## config.mk

```make
export PLATFORM = sky130hd
export DESIGN_NAME = ifu_ift2bus
export DESIGN_NICKNAME = d
export VERILOG_FILES = /design/src/rtl/ifu_ift2bus_pkg.sv /design/src/rtl/ifu_ift_rspfifo.sv /design/src/rtl/ifu_ift2bus.sv
export SDC_FILE = /design/constraint.sdc
export NUM_CORES = 1
export LEC_CHECK = 0
export CORE_MARGIN = 2
export CORE_UTILIZATION = 46
export CTS_CLUSTER_DIAMETER = 150
export DETAILED_ROUTE_END_ITERATION = 16
export GPL_TIMING_DRIVEN = 0
export PLACE_DENSITY_LB_ADDON = 0.12
export SLEW_MARGIN = 30
export SYNTH_ARGS = -nofsm -noshare
export SYNTH_HDL_FRONTEND = slang
export SYNTH_HIERARCHICAL = 1
export SYNTH_SLANG_ARGS = --single-unit
```

## constraint.sdc

```tcl
create_clock -name clk -period 9 [get_ports clk]
set_input_delay 1.8 -clock clk [delete_from_list [all_inputs] [get_ports clk]]
set_output_delay 1.8 -clock clk [all_outputs]
set_load 0.1 [all_outputs]
```

## src/rtl/ifu_ift2bus_pkg.sv

```systemverilog
// ifu_ift2bus_pkg: shared fetch-interface sizes and helpers for ifu_ift2bus
package ifu_ift2bus_pkg;
  localparam int E203_PC_SIZE = 32;
  localparam int E203_INSTR_SIZE = 32;
  localparam int E203_IFT_OUTS_DEPTH = 2;
  function automatic logic is_aligned(input logic [1:0] lsb);
    return lsb == 2'b00;
  endfunction
endpackage

```

## src/rtl/ifu_ift_rspfifo.sv

```systemverilog
// ifu_ift_rspfifo: in-order response buffer of DEPTH entries (DEPTH power of 2)
module ifu_ift_rspfifo #(
  parameter int W = 33,
  parameter int DEPTH = 2
) (
  input  logic         clk,
  input  logic         rst,
  input  logic         push,
  input  logic         pop,
  input  logic [W-1:0] wdata,
  output logic [W-1:0] rdata,
  output logic         full,
  output logic         empty
);
  localparam int AW = $clog2(DEPTH);
  logic [AW:0] wptr, rptr;
  logic [W-1:0] mem [DEPTH];
  // extra pointer bit separates full from empty when the slot indices match
  assign empty = wptr == rptr;
  assign full = (wptr ^ rptr) == {1'b1, {AW{1'b0}}};
  assign rdata = mem[rptr[AW-1:0]];
  always_ff @(posedge clk) begin
    if (rst) begin
      wptr <= '0;
      rptr <= '0;
    end else begin
      if (push) wptr <= wptr + 1'b1;
      if (pop) rptr <= rptr + 1'b1;
      assert (!(push && full && !pop));
      assert (!(pop && empty));
    end
  end
  always_ff @(posedge clk) begin
    if (push) mem[wptr[AW-1:0]] <= wdata;
  end
endmodule

```

## src/rtl/ifu_ift2bus.sv

```systemverilog
// ifu_ift2bus: ifetch-to-bus bridge with outstanding tracking and in-order response buffer.
// Define E203_IFT_RSP_BYPASS_EN for a zero-latency response path when the buffer is empty.
module ifu_ift2bus
  import ifu_ift2bus_pkg::*;
#(
  parameter int PC_SIZE = E203_PC_SIZE,
  parameter int INSTR_SIZE = E203_INSTR_SIZE,
  parameter int OUTS_DEPTH = E203_IFT_OUTS_DEPTH
) (
  input  logic                  clk,
  input  logic                  rst,
  input  logic                  ifu_req_valid,
  output logic                  ifu_req_ready,
  input  logic [PC_SIZE-1:0]    ifu_req_pc,
  output logic                  ifu_rsp_valid,
  input  logic                  ifu_rsp_ready,
  output logic                  ifu_rsp_err,
  output logic [INSTR_SIZE-1:0] ifu_rsp_instr,
  output logic                  bus_cmd_valid,
  input  logic                  bus_cmd_ready,
  output logic [PC_SIZE-1:0]    bus_cmd_addr,
  input  logic                  bus_rsp_valid,
  output logic                  bus_rsp_ready,
  input  logic                  bus_rsp_err,
  input  logic [INSTR_SIZE-1:0] bus_rsp_rdata,
  output logic                  ifu_no_outs
);
  localparam int CW = $clog2(OUTS_DEPTH) + 1;
  logic [CW-1:0] outs_cnt;
  logic aligned, has_room, req_hsk, rsp_hsk, mis_hsk, bus_hsk;
  logic fifo_full, fifo_empty, push, pop;
  logic [INSTR_SIZE:0] wdata, rdata;
  assign aligned = is_aligned(ifu_req_pc[1:0]);
  assign has_room = outs_cnt < CW'(OUTS_DEPTH);
  assign ifu_no_outs = outs_cnt == '0;
  // a misaligned fetch only enters an idle pipe so its error keeps program order
  assign ifu_req_ready = has_room & (aligned ? bus_cmd_ready : ifu_no_outs);
  assign bus_cmd_valid = ifu_req_valid & aligned & has_room;
  assign bus_cmd_addr = ifu_req_pc;
  assign req_hsk = ifu_req_valid & ifu_req_ready;
  assign mis_hsk = req_hsk & ~aligned;
  assign bus_rsp_ready = ~fifo_full;
  assign bus_hsk = bus_rsp_valid & bus_rsp_ready & ~ifu_no_outs;
  assign rsp_hsk = ifu_rsp_valid & ifu_rsp_ready;
  assign wdata = mis_hsk ? {1'b1, {INSTR_SIZE{1'b0}}} : {bus_rsp_err, bus_rsp_rdata};
`ifdef E203_IFT_RSP_BYPASS_EN
  assign ifu_rsp_valid = ~fifo_empty | bus_hsk;
  assign {ifu_rsp_err, ifu_rsp_instr} = fifo_empty ? {bus_rsp_err, bus_rsp_rdata} : rdata;
  assign push = mis_hsk | (bus_hsk & ~(fifo_empty & ifu_rsp_ready));
  assign pop = rsp_hsk & ~fifo_empty;
`else
  assign ifu_rsp_valid = ~fifo_empty;
  assign {ifu_rsp_err, ifu_rsp_instr} = rdata;
  assign push = mis_hsk | bus_hsk;
  assign pop = rsp_hsk;
`endif
  always_ff @(posedge clk) begin
    if (rst) outs_cnt <= '0;
    else begin
      if (req_hsk != rsp_hsk) outs_cnt <= req_hsk ? outs_cnt + 1'b1 : outs_cnt - 1'b1;
      assert (!(bus_rsp_valid && ifu_no_outs));
    end
  end
  ifu_ift_rspfifo #(.W(INSTR_SIZE + 1), .DEPTH(OUTS_DEPTH)) u_rspfifo (
    .clk(clk), .rst(rst), .push(push), .pop(pop), .wdata(wdata),
    .rdata(rdata), .full(fifo_full), .empty(fifo_empty)
  );
endmodule

```

==> results.toml, run 1 <==
[min_path]
min_from = "outs_cnt[0]"
min_path_cells = 2
hold_path_class = "reg -> reg"
whs_endpoint = "outs_cnt[1]"

[layout]
fin_nets = 414
area_growth_pct = 43.9
drive_above_1_share_pct = 27.0
fill_cells = 545
final_cell_mix = "110 x clkdlybuf4s50_1, 66 x edfxtp_1, 32 x and2_1, 32 x buf_4, 31 x mux2_4"
final_common_cell = "clkdlybuf4s50_1"
antenna_cells = 0

[global_route]
grt_use_total_pct = 15.3
grt_pass1_vias = 2063
grt_pass1_wl_um = 9780
grt_overflow = 0
grt_start_max_net_pins = 25
antenna_found_initial = 0

[floorplanning]
chipHeight_um = 90.0
row_count = 31
die_w_um = 90.0
start_util_pct = 47.1
io-pin-count = 141
die-area_um2 = 8100
fp.coreArea_um2 = 7210

[detailed_routing]
drc = 0
finalWirelength_um = 5980
vias_per_cell = 4.57
vias = 2042
wl_per_cell_um = 13.4
final_antenna_net_count = 0
first_pass_iters = 4
first_iter_violations = 43

[clock_network]
htreeDepth = 3
postCtsSetupRepairBufs = 0
insertion_delay_ps = 340
clk_path_buf_depth = 2
cts_made_buffers = 9
cts.sinks = 73
cts-root-buf = "clkbuf_8"
cts_hold_buf = 0
cts_resized = 0
cts_tree = "done"
clkTransAtPathRegs_ps = 70

[sta]
fin_setup_tns_ps = 0
slew_viol_final = 0
post-route-period-util_pct = 63.6
fmax_ghz = 0.175
finalHoldViolCount = 0
slew_headroom_pct = 33.5
grt_setup_unrepaired = "no"
post-route-min-period_ps = 5730
setup_viol = 0
finClkSkew_ps = 9.32
tightest_slew_ps = 994

[setup_path]
crit_path_end_kind = "output port"
cpPeakStageDelay_ps = 1130
crit_top_cell = "clkdlybuf4s50_1"
critPathLaunchType = "input port"
r2r-start = "outs_cnt[1]"
reg2reg_to = "u_rspfifo/mem[0][20]"
cp_top_family = "buffers and inverters"
worst_path_max_delay_cell = "clkdlybuf4s50_1"
path_cells = "clkdlybuf4s50_1 > o21ai_0 > nand2_1 > nor2_1 > clkdlybuf4s50_1"
crit_type = "in -> out"
r2r_cells = 7
critPathMaxFanout = 6
reg2reg_slack_ps = 6630
worstPathRequired_ps = 7200
cp.depth = 5
path_buf_inv = 2
critPathArrivalTime_ps = 3930

[synth]
muxShareOfSynthArea_pct = 14.7
ys_types = 29
syn_area_um2 = 3400
async_flop_share_pct = 0
yosys_most_used_dff = "edfxtp_1"
ys_seq_area_share_pct = 62.4
synth-adder-area-share_pct = 0
synth-seq-cells = 73
yosys_warnings = 6
synth_xor_area_share_pct = 1.55
synth-edff-count = 66
yosys.area_share.simple_pct = 10.0
avgSynthCellArea_um2 = 15.5
syn-num-nets = 290
postSynthCellCount = 219
synth_top_family_by_area = "multiplexers"
synth_compound_area_share_pct = 1.43

[job]
max-cap-violations = 0

[outcome]
outcome = "finished clean"

[placement]
port_buffers = 110
dp_hpwl_um = 4330
gp_congestion = 0.741
## per-stage QoR
stage	worst slack (ps)	util, %	instance area, um2	std cells	hold slack (ps)
after global routing	3140	67.8	4890	447	620
after global placement	3060	64.1	4630	428	537
final	3270	67.8	4890	447	566
after detailed placement	3270	64.9	4680	431	555
after CTS	3270	67.8	4890	447	568
after floorplan	2250	-	3400	219	506
## cells by family (layout without fill, tap and decap cells)
group	count (synthesis)	count (layout)
buffers and inverters	43	172
flip-flops	73	73
multiplexers	34	34
AND/OR/NAND/NOR	56	56
AO/OA/AOI/OAI	7	7
XOR/XNOR	6	6
## Yosys cell counts, types with 3 or more instances
| master | instances | share of area (%) |
|---|---|---|
| nor2_1 | 7 | 0.77 |
| nor2b_1 | 4 | 0.74 |
| edfxtp_1 | 66 | 58 |
| mux2_2 | 3 | 0.99 |
| buf_12 | 3 | 1.8 |
| nand2_1 | 3 | 0.33 |
| xnor2_1 | 5 | 1.3 |
| mux2_4 | 31 | 14 |
| o21ai_0 | 3 | 0.44 |
| dfxtp_1 | 7 | 4.1 |
| inv_1 | 3 | 0.33 |
| clkbuf_1 | 4 | 0.44 |
| and2_1 | 33 | 6.1 |
| buf_4 | 32 | 7.1 |
## registers in the layout, summed over array words and instances, names as in the netlist, named ones only
name and count:
u_rspfifo/mem 66, outs_cnt 2, u_rspfifo/rptr 2, u_rspfifo/wptr 2
## per-layer routing
metal  global-route usage (%)  wire, um
met1                     18.9      2580
met2                     25.8      2990
met3                     5.36       380
met4                     4.23        25
met5                        0         0
## worst max-delay path by stage
stage,startpoint,endpoint
global placement,ifu_req_pc[1],u_rspfifo/mem[0][3]
finish,ifu_req_pc[0],ifu_req_ready
floorplan,ifu_req_pc[0],bus_cmd_valid
global route,ifu_req_pc[1],ifu_req_ready
detailed placement,ifu_req_pc[1],ifu_req_ready
CTS,ifu_req_pc[1],ifu_req_ready
## tightest hold or removal path, cell delays in order (launching register included)
cell and delay (ps):
dfxtp_1 360, nand4_1 90, a31oi_1 70
## area by class of cell
cell class | count | area (um2) | share of cell area, %
Clock buffer | 10 | 128 | 2.61
Sequential cell | 73 | 2120 | 43.4
Timing Repair Buffer | 113 | 1150 | 23.5
Buffer | 40 | 327 | 6.67
Multi-Input combinational cell | 103 | 950 | 19.4
Clock inverter | 6 | 82.6 | 1.69
Inverter | 3 | 11.3 | 0.230
Tap cell | 99 | 124 | 2.53
Power of run 1 is left out: the tool's default activity adds up to more than one toggle a clock period on the data nets, which glitch-free logic cannot reach.
==> inputs of run 2 (changes only) <==
Settings changed: CORE_UTILIZATION 46 to 43.
Clock period 9 ns to 5.9 ns, I/O delays scaled along.
==> run 2 against run 1 <==
Against the previous run: critical path depth unchanged; setup slack got worse by 1900 ps; worst hold slack got worse by 4.2 ps; clock skew decreased by 2.7 ps; highest routed layer unchanged; non-clock buffer count decreased by 1; critical path type unchanged; sequential share of layout area increased by 0.16 points; first-iteration DRC count increased by 28%.
==> results.toml, run 2 (same netlist as run 1, synthesis figures left out) <==
[outcome]
outcome = "finished clean"

[clock_network]
clk_path_buf_depth = 2
clkTransAtPathRegs_ps = 70
cts_tree = "done"
cts_resized = 0
postCtsSetupRepairBufs = 0
cts.sinks = 73
cts_hold_buf = 0
insertion_delay_ps = 330
cts-root-buf = "clkbuf_8"
cts_made_buffers = 9
htreeDepth = 3

[sta]
fmax_ghz = 0.223
slew_headroom_pct = 34.0
finClkSkew_ps = 6.61
fin_setup_tns_ps = 0
tightest_slew_ps = 987
slew_viol_final = 0
post-route-period-util_pct = 76.0
post-route-min-period_ps = 4480
grt_setup_unrepaired = "no"
finalHoldViolCount = 0
setup_viol = 0

[setup_path]
reg2reg_slack_ps = 3520
r2r-start = "outs_cnt[1]"
critPathLaunchType = "input port"
critPathArrivalTime_ps = 3300
critPathMaxFanout = 6
worstPathRequired_ps = 4720
reg2reg_to = "u_rspfifo/wptr[1]"
crit_type = "in -> out"
crit_path_end_kind = "output port"
r2r_cells = 7

[layout]
largest_register_ffs = 66
drive_above_1_share_pct = 27.2
final_common_cell = "clkdlybuf4s50_1"
layout.area.seq_um2 = 2120
multi_input_area_um2 = 950
antenna_cells = 0
fin_nets = 413
final_cell_area_um2 = 4880
area_growth_pct = 43.4
fill_cells = 620
final_cell_mix = "110 x clkdlybuf4s50_1, 66 x edfxtp_1, 32 x and2_1, 32 x buf_4, 31 x mux2_4"

[detailed_routing]
drc = 0
first_iter_violations = 55
finalWirelength_um = 5880
first_pass_iters = 4
final_antenna_net_count = 0
vias_per_cell = 4.56
wl_per_cell_um = 13.1
vias = 2041

[floorplanning]
start_util_pct = 44.2
die_w_um = 92.9
io-pin-count = 141
chipHeight_um = 92.9
fp.coreArea_um2 = 7690
row_count = 32
die-area_um2 = 8640

[global_route]
antenna_found_initial = 0
grt_pass1_wl_um = 9460
grt_start_max_net_pins = 22
grt_pass1_vias = 2121
grt_use_total_pct = 14.1
grt_overflow = 0

[placement]
gp_congestion = 0.728
port_buffers = 110
postPlaceCellArea_um2 = 4690
dp_hpwl_um = 4290

[min_path]
min_path_cells = 2
whs_endpoint = "u_rspfifo/rptr[1]"
hold_path_class = "reg -> reg"
min_from = "u_rspfifo/rptr[0]"

[job]
max-cap-violations = 0
[run 2: final cells by class]
cell class / count / share of cell area [%]
Buffer: 40 / 6.70
Clock buffer: 9 / 2.54
Clock inverter: 6 / 1.23
Inverter: 3 / 0.231
Multi-Input combinational cell: 103 / 19.5
Sequential cell: 73 / 43.5
Tap cell: 102 / 2.62
Timing Repair Buffer: 112 / 23.7
[run 2: how the worst max path moves through the flow]
stage	slack, ps	from	endpoint	cells after the start
after floorplan	390	ifu_req_pc[0]	bus_cmd_valid	1
after global placement	530	ifu_req_valid	u_rspfifo/mem[0][1]	5
final	1420	ifu_req_pc[1]	ifu_req_ready	5
after global routing	1260	ifu_req_pc[1]	ifu_req_ready	5
after detailed placement	1410	ifu_req_pc[1]	ifu_req_ready	5
after CTS	1410	ifu_req_pc[1]	ifu_req_ready	5
[run 2: layer usage]
metal / track usage, % / up-vias / wire length (um)
li1: - / 987 / -
met1: 17.0 / 958 / 2400
met2: 24.3 / 89 / 3060
met3: 3.17 / 7 / 363
met4: 5.88 / 0 / 59
met5: 0 / - / 0
[run 2: worst max-delay path, cell delays in order]
cell	delay, ps
clkdlybuf4s50_1	510
o21ai_0	300
nand2_1	90
nor2_1	90
clkdlybuf4s50_1	1130
[run 2: per-stage QoR]
stage	setup slack [ps]	util (%)	cells	hold WS (ps)
floorplan	389	-	219	506
global placement	535	60.2	431	537
detailed placement	1410	61.1	433	544
CTS	1410	63.4	448	562
global route	1260	63.4	448	579
finish	1420	63.4	448	562
Power of run 2 is left out for the same reason.
==> inputs of run 3 (changes only) <==
Clock period 5.9 ns to 4.4 ns, I/O delays scaled along.
==> run 3 against run 2 <==
Against the previous run: cell area decreased by 0.13%; final cell count increased by 0.22%; global-route usage increased by 0.24 points; sequential share of layout area increased by 0.056 points; critical path type unchanged; routed wire length increased by 2.7%; first-iteration DRC count increased by 13%; via count decreased by 0.44%; worst hold slack got worse by 7.8 ps.
==> results.toml, run 3 (same netlist as run 1, synthesis figures left out) <==
[global_route]
grt_overflow = 0
grt_use_total_pct = 14.4
antenna_found_initial = 0
grt_pass1_wl_um = 9400
grt_pass1_vias = 2021
grt_start_max_net_pins = 23

[setup_path]
crit_type = "in -> out"
reg2reg_slack_ps = 2020
critPathLaunchType = "input port"
r2r_cells = 7
critPathArrivalTime_ps = 3040
worstPathRequired_ps = 3520
critPathMaxFanout = 6
crit_path_end_kind = "output port"

[placement]
postPlaceCellArea_um2 = 4700
gp_congestion = 0.741
dp_cells = 433
place_ws_ps = 463
port_buffers = 110
dp_hpwl_um = 4260

[sta]
tightest_slew_ps = 992
post-route-min-period_ps = 3920
setup_viol = 0
grt_setup_unrepaired = "no"
finalHoldViolCount = 0
fin_ws_ps = 478
finClkSkew_ps = 7.78
fin_setup_tns_ps = 0
post-route-period-util_pct = 89.1
fmax_ghz = 0.255
slew_headroom_pct = 33.6
slew_viol_final = 0

[layout]
multi_input_area_um2 = 956
area_growth_pct = 43.2
final_cell_mix = "110 x clkdlybuf4s50_1, 66 x edfxtp_1, 32 x and2_1, 32 x buf_4, 31 x mux2_4"
final_cell_area_um2 = 4870
largest_register_ffs = 66
fill_cells = 633
antenna_cells = 0
fin_nets = 413
drive_above_1_share_pct = 27.4
layout.area.seq_um2 = 2120
stdcell_count = 449
final_common_cell = "clkdlybuf4s50_1"

[detailed_routing]
first_pass_iters = 4
drc = 0
final_antenna_net_count = 0
vias = 2032
vias_per_cell = 4.53
finalWirelength_um = 6040
wl_per_cell_um = 13.4
first_iter_violations = 62

[clock_network]
cts-root-buf = "clkbuf_8"
cts_made_buffers = 9
cts_hold_buf = 0
clkTransAtPathRegs_ps = 70
cts_resized = 0
cts.sinks = 73
insertion_delay_ps = 340
clk_path_buf_depth = 2
htreeDepth = 3
cts_tree = "done"
postCtsSetupRepairBufs = 0

[outcome]
outcome = "finished clean"

[min_path]
hold_path_class = "reg -> reg"
min_path_cells = 2

[floorplanning]
die-area_um2 = 8640
chipHeight_um = 92.9
die_w_um = 92.9
io-pin-count = 141
row_count = 32
fp.coreArea_um2 = 7690
start_util_pct = 44.2

[job]
max-cap-violations = 0
[run 3: changes by cell type in the layout (fill, tap and decap cells not counted)]
cell and delta:
nor4b_2 +1, bufinv_16 -1, nor4b_1 -1, clkinvlp_4 -1
clkinv_2 -1, clkinv_4 +3, clkinv_1 +1
[run 3: final cells by class]
| type | count | area share (%) |
|---|---|---|
| plain buffers | 40 | 6.70 |
| clock buffers | 9 | 2.54 |
| clock inverters | 7 | 0.976 |
| inverters | 3 | 0.231 |
| multi-input cells | 103 | 19.6 |
| flip-flops and latches | 73 | 43.6 |
| well taps | 102 | 2.62 |
| repair buffers | 112 | 23.7 |
[run 3: path summary, 6_finish.rpt]
path / from / endpoint
min reg2reg: u_rspfifo/rptr[0] / u_rspfifo/rptr[1]
max reg2reg: outs_cnt[1] / u_rspfifo/wptr[1]
max: ifu_req_pc[1] / ifu_req_ready
min: u_rspfifo/rptr[0] / u_rspfifo/rptr[1]
[run 3: through the flow]
step                      utilization [%]  hold WS (ps)
after floorplan                         -           506
after global placement               60.3           537
after CTS                            63.4           552
after detailed placement             61.1           541
after global routing                 63.4           571
final                                63.4           554
[run 3: critical path, cell delays in order]
cell             delay [ps]
clkdlybuf4s50_1         510
o21ai_0                 330
nand2_1                  90
nor2_1                  100
clkdlybuf4s50_1        1130
[run 3: layer usage]
metal / GRT usage [%] / vias up / share of wire, %
li1: - / 988 / -
met1: 17.7 / 945 / 41
met2: 23.8 / 88 / 50
met3: 3.91 / 11 / 7.0
met4: 5.88 / 0 / 1.5
met5: 0 / - / 0
Power of run 3 is left out for the same reason.
